File: config.mk
export PLATFORM = sky130hd
export DESIGN_NAME = pipe_hazard_scoreboard
export DESIGN_NICKNAME = d
export VERILOG_FILES = /design/src/rtl/pipe_hazard_scoreboard.sv
export SDC_FILE = /design/constraint.sdc
export NUM_CORES = 1
export LEC_CHECK = 0
export BUFFER_PORTS_ARGS = -buffer_cell sky130_fd_sc_hd__buf_4
export CAP_MARGIN = 10
export CORE_AREA = 8 8 99 101
export CTS_BUF_LIST = sky130_fd_sc_hd__clkbuf_4 sky130_fd_sc_hd__clkbuf_8 sky130_fd_sc_hd__clkbuf_16
export DETAILED_ROUTE_END_ITERATION = 6
export DIE_AREA = 0 0 107 109
export PLACE_DENSITY = 0.59
export SETUP_SLACK_MARGIN = 0.05
export SYNTH_ARGS = -nofsm -noshare
export SYNTH_HDL_FRONTEND = slang
export SYNTH_SLANG_ARGS = --single-unit
File: constraint.sdc
create_clock -name clk_i -period 2.8 [get_ports clk_i]
set_clock_uncertainty 0.15 [all_clocks]
set_input_delay 0.56 -clock clk_i [delete_from_list [all_inputs] [get_ports clk_i]]
set_output_delay 0.56 -clock clk_i [all_outputs]
set_load 0.02 [all_outputs]
File: src/rtl/pipe_hazard_scoreboard.sv
// rtl/pipe_hazard_scoreboard.sv - in-order pipeline hazard/forwarding scoreboard
// Optional stall-cycle statistics counter built only when HAZ_STATS_EN is defined.
module pipe_hazard_scoreboard #(
    parameter int REG_AW   = 5,
    parameter int DEPTH    = 4,
    parameter int RDY_ALU  = 2,
    parameter int RDY_LOAD = 3,
    parameter int SEL_W    = $clog2(DEPTH + 1)
) (
    input  logic              clk_i,
    input  logic              rst_i,
    input  logic              id_valid_i,
    input  logic [REG_AW-1:0] id_rs_i,
    input  logic [REG_AW-1:0] id_rt_i,
    input  logic              id_use_rs_i,
    input  logic              id_use_rt_i,
    input  logic [REG_AW-1:0] id_dst_i,
    input  logic              id_regwrite_i,
    input  logic              id_load_i,
    input  logic              mem_stall_i,
    input  logic              flush_i,
    output logic              pc_write_o,
    output logic              ifid_write_o,
    output logic              bubble_o,
    output logic [SEL_W-1:0]  ex_fwd_a_o,
    output logic [SEL_W-1:0]  ex_fwd_b_o,
    output logic              id_fwd_a_o,
    output logic              id_fwd_b_o,
    output logic [31:0]       stall_cnt_o
);

    typedef struct packed {
        logic              valid;
        logic [REG_AW-1:0] dst;
        logic              regwrite;
        logic              load;
        logic [REG_AW-1:0] rs;
        logic [REG_AW-1:0] rt;
        logic              use_rs;
        logic              use_rt;
    } entry_t;

    if (DEPTH < 3 || DEPTH > 8 || RDY_ALU < 2 || RDY_ALU > DEPTH ||
        RDY_LOAD < RDY_ALU || RDY_LOAD > DEPTH || SEL_W < $clog2(DEPTH + 1)) begin : g_param_check
        $error("pipe_hazard_scoreboard: illegal parameter set");
    end

    // sb[1] is the ID/EX register, sb[DEPTH] the final write-back register
    entry_t sb [1:DEPTH];
    entry_t id_entry;

    logic haz_a;
    logic haz_b;
    logic found_a;
    logic found_b;
    logic hazard;
    logic issue;

    function automatic logic produces(input entry_t e, input logic [REG_AW-1:0] opnd,
                                      input logic use_op);
        return e.valid && e.regwrite && (e.dst != '0) && (e.dst == opnd) && use_op;
    endfunction

    function automatic int rdy(input logic load);
        return load ? RDY_LOAD : RDY_ALU;
    endfunction

    assign id_entry = '{valid: 1'b1, dst: id_dst_i, regwrite: id_regwrite_i, load: id_load_i,
                        rs: id_rs_i, rt: id_rt_i, use_rs: id_use_rs_i, use_rt: id_use_rt_i};

    // Only the youngest producer matters; an older one is shadowed by it.
    always_comb begin
        haz_a   = 1'b0;
        haz_b   = 1'b0;
        found_a = 1'b0;
        found_b = 1'b0;
        for (int s = 1; s <= DEPTH; s++) begin
            if (!found_a && produces(sb[s], id_rs_i, id_use_rs_i)) begin
                found_a = 1'b1;
                haz_a   = (s + 1 < rdy(sb[s].load));
            end
            if (!found_b && produces(sb[s], id_rt_i, id_use_rt_i)) begin
                found_b = 1'b1;
                haz_b   = (s + 1 < rdy(sb[s].load));
            end
        end
    end

    assign hazard = id_valid_i && (haz_a || haz_b);
    assign issue  = id_valid_i && !hazard && !flush_i;

    always_comb begin
        pc_write_o   = 1'b1;
        ifid_write_o = 1'b1;
        bubble_o     = 1'b0;
        if (!rst_i) begin
            pc_write_o = 1'b1;
        end else if (mem_stall_i) begin
            pc_write_o   = 1'b0;
            ifid_write_o = 1'b0;
        end else if (flush_i) begin
            bubble_o = 1'b1;
        end else if (hazard) begin
            pc_write_o   = 1'b0;
            ifid_write_o = 1'b0;
            bubble_o     = 1'b1;
        end
    end

    // Scan oldest to youngest so the lowest matching stage wins.
    always_comb begin
        ex_fwd_a_o = '0;
        ex_fwd_b_o = '0;
        for (int k = DEPTH; k >= 2; k--) begin
            if (sb[1].valid && produces(sb[k], sb[1].rs, sb[1].use_rs)) begin
                ex_fwd_a_o = SEL_W'(k);
            end
            if (sb[1].valid && produces(sb[k], sb[1].rt, sb[1].use_rt)) begin
                ex_fwd_b_o = SEL_W'(k);
            end
        end
    end

    assign id_fwd_a_o = produces(sb[DEPTH], id_rs_i, id_use_rs_i);
    assign id_fwd_b_o = produces(sb[DEPTH], id_rt_i, id_use_rt_i);

    always_ff @(posedge clk_i or negedge rst_i) begin
        if (!rst_i) begin
            for (int k = 1; k <= DEPTH; k++) begin
                sb[k] <= '0;
            end
        end else if (!mem_stall_i) begin
            sb[1] <= issue ? id_entry : '0;
            for (int k = 2; k <= DEPTH; k++) begin
                sb[k] <= sb[k-1];
            end
        end
    end

`ifdef HAZ_STATS_EN
    logic [31:0] stall_cnt;

    always_ff @(posedge clk_i or negedge rst_i) begin
        if (!rst_i) begin
            stall_cnt <= '0;
        end else if (!pc_write_o && stall_cnt != 32'hFFFF_FFFF) begin
            stall_cnt <= stall_cnt + 32'd1;
        end
    end

    assign stall_cnt_o = stall_cnt;
`else
    assign stall_cnt_o = '0;
`endif

endmodule

==> impl_metrics.yaml <==
status:
  status: "complete, no violations"
finish:
  multiInputGateArea_mm2: 0.001607
  regArea_mm2: 0.001039
  drive_gt1_share_pct: 38.11
  num-fill-cells: 829
  n_antenna_cell: 0
  reg_top3: "sb: 41 flops"
  synthToLayoutAreaGrowth_pct: 15.10
  utilization_pct: 38.80
  nNetsFinal: 331
  largest_register: "sb"
  fin_cells: 415
  largest_register_ff_count: 41
  postLayoutCellArea_mm2: 0.003252
critical_path:
  r2r_cells: 5
  timing.rr.end: "sb[74]$_DFFE_PN0N_"
  rr_startpoint: "sb[77]$_DFFE_PN0N_"
  cpPeakStageDelay_ps: 520
  cp_data_required_time_ps: 2090
  path_class: "flip-flop to output pin"
  crit_path_end_kind: "output pin"
  crit_path_cell_trace: "xnor2_1 > nand4_1 > or4_1 > nor3b_2 > buf_4"
  slowest_stage: "or4_1"
  cp_max_fo: 6
  rrSetupSlack_ps: 840
  crit_arrival_ps: 1970
  worstSetupStartpointType: "flip-flop"
power:
  power_density_mw_per_mm2: 541.9
  p_total_mw: 1.762
  irDropWorstVdd_mv: 0.3156
  p_leak_nw: 1.362
floorplan:
  die_height_um: 109
  std_cell_rows: 34
  die_area_mm2: 0.01166
  start_util_pct: 33.71
  die_x_um: 107
  ios: 67
  coreArea_mm2: 0.008381
drt:
  via_per_inst: 5.104
  postRouteAntennaNets: 0
  drc: 0
  wirelength_mm: 7.317
  wire_per_inst_um: 17.63
  dr.pass1.iters: 4
  drt_iter0_drc: 95
  vias: 2118
clock_network:
  cts_tree: "done"
  clockBufferDepth: 2
  clk_latency_ps: 290
  clock_sinks: 41
  cts-root-buf: "clkbuf_8"
  h-tree-depth: 2
  clk_pin_slew_ps: 80
  cts_buffers: 5
sta:
  rsz0062_at_grt: "yes"
  finalSetupViolations: 0
  fin_crit_ps: 2678
  fin_ws_ps: 122.2
  whs_ps: 4.409
  period_share_pct: 95.63
  hold_violations: 0
  maxSlewViolCount: 0
  tns_ps: 0
  max_freq_mhz: 373.4
yosys:
  yosys_warnings: 0
  ys.flop_type: "dfrtp_1"
  postSynthAreaPerCell_um2: 10.39
  seq_area_frac_synth_pct: 36.32
  ys_ff_latch: 41
  synth.cell_area_mm2: 0.002825
  synth_edf_count: 0
  netlist_instances: 272
  synth_cell_type_count: 35
  ys_async_sr_fraction_pct: 100.0
placed_design:
  pre_cts_ws_ps: 352.7
  globalplace.congestion: 0.9221
  hpwl_mm: 5.456
  io_buffers: 34
  place_inst: 400
  placedInstanceArea_mm2: 0.003032
grt:
  grt_max_degree: 31
  track_usage_pct: 12.27
  grt_pass1_wl_mm: 11.43
  grt_overflow: 0
  grt_pass1_vias: 2169
  antenna_found_initial: 0
worst_hold_path:
  hp-class: "primary input to asynchronous set/reset pin"
job:
  cap_violations: 0
cells by family after synthesis:
logic type	Yosys count	share of synthesized area, %
DFF	41	36.32
xor gates and xnor gates	50	15.50
and+or+nand+nor	58	11.20
muxes	21	8.370
other	1	0.1327
buffers and inverters	52	12.75
AOI/OAI and AO/OA	49	15.72
area by class of cell:
cell class	instances	area share [%]
clock buffers	5	2.116
well taps	108	4.155
clock inverters	2	1.077
repair buffers	48	11.20
inverters	1	0.1154
flip-flops and latches	41	31.94
multi-input cells	210	49.40
cells in the mapped netlist, drive strengths merged (3+ instances only):
library cell,instances,area [um2]
xnor2,44,385.4
buf,46,337.8
a32oi,19,166.4
xor2,6,52.55
o211ai,3,32.53
dfrtp,41,1026
clkbuf,5,18.77
nand2,26,97.59
nor2,4,17.52
nor3b,3,32.53
nand4,10,62.56
o21ai,21,183.9
mux2,21,236.5
or4,8,63.81
per-layer routing:
layer / GRT usage, % / vias up / routed length [um]
li1: - / 977 / -
met3: 3.191 / 7 / 638
met5: 0 / - / 0
met1: 15.83 / 1041 / 3190
met2: 20.25 / 93 / 3436
met4: 2.513 / 0 / 51
worst max-delay path: cells and delay by family (launching register included):
family / cells / cell delay (ps)
xor+xnor: 1 / 210
buf+inv: 1 / 160
flops: 1 / 500
simple gates: 3 / 810
worst max path at each step:
| stage | from | to | slack (ps) | depth (start not counted) |
|---|---|---|---|---|
| after CTS | sb[57]$_DFFE_PN0N_ | ex_fwd_b_o[2] | 60 | 5 |
| after floorplan | sb[77]$_DFFE_PN0N_ | pc_write_o | 360 | 6 |
| final | sb[14]$_DFFE_PN0N_ | ex_fwd_a_o[2] | 120 | 5 |
| after detailed placement | sb[18]$_DFFE_PN0N_ | ex_fwd_b_o[2] | 350 | 5 |
| after global placement | sb[55]$_DFFE_PN0N_ | ex_fwd_b_o[2] | 380 | 5 |
| after global routing | sb[57]$_DFFE_PN0N_ | ex_fwd_b_o[2] | 40 | 5 |
cell usage in the layout, fill, tap and decap left out, types with 5 or more instances in the layout:
master | synthesis | final
a32oi_1 | 19 | 19
buf_4 | 38 | 47
clkbuf_8 | 0 | 5
conb_1 | 1 | 32
dfrtp_1 | 41 | 31
dfrtp_2 | 0 | 10
mux2_2 | 19 | 19
nand2_1 | 26 | 26
nand4_1 | 10 | 10
o21ai_2 | 18 | 18
xnor2_1 | 44 | 43
xor2_1 | 6 | 6
power by group:
part | total, mW | internal, mW | switching, mW
Combinational | 0.478 | 0.248 | 0.230
Sequential | 0.811 | 0.675 | 0.136
Clock | 0.474 | 0.260 | 0.214
repair_timing:
| item | CTS | global route |
|---|---|---|
| endpoints found under the setup margin | 1 | 3 |
| pin swaps | 1 | 3 |
| resized for setup | 5 | 13 |
| buffers inserted | 4 | 4 |
| hold buffers | 0 | 0 |
Note: power is estimated with default switching activity, not from simulation.
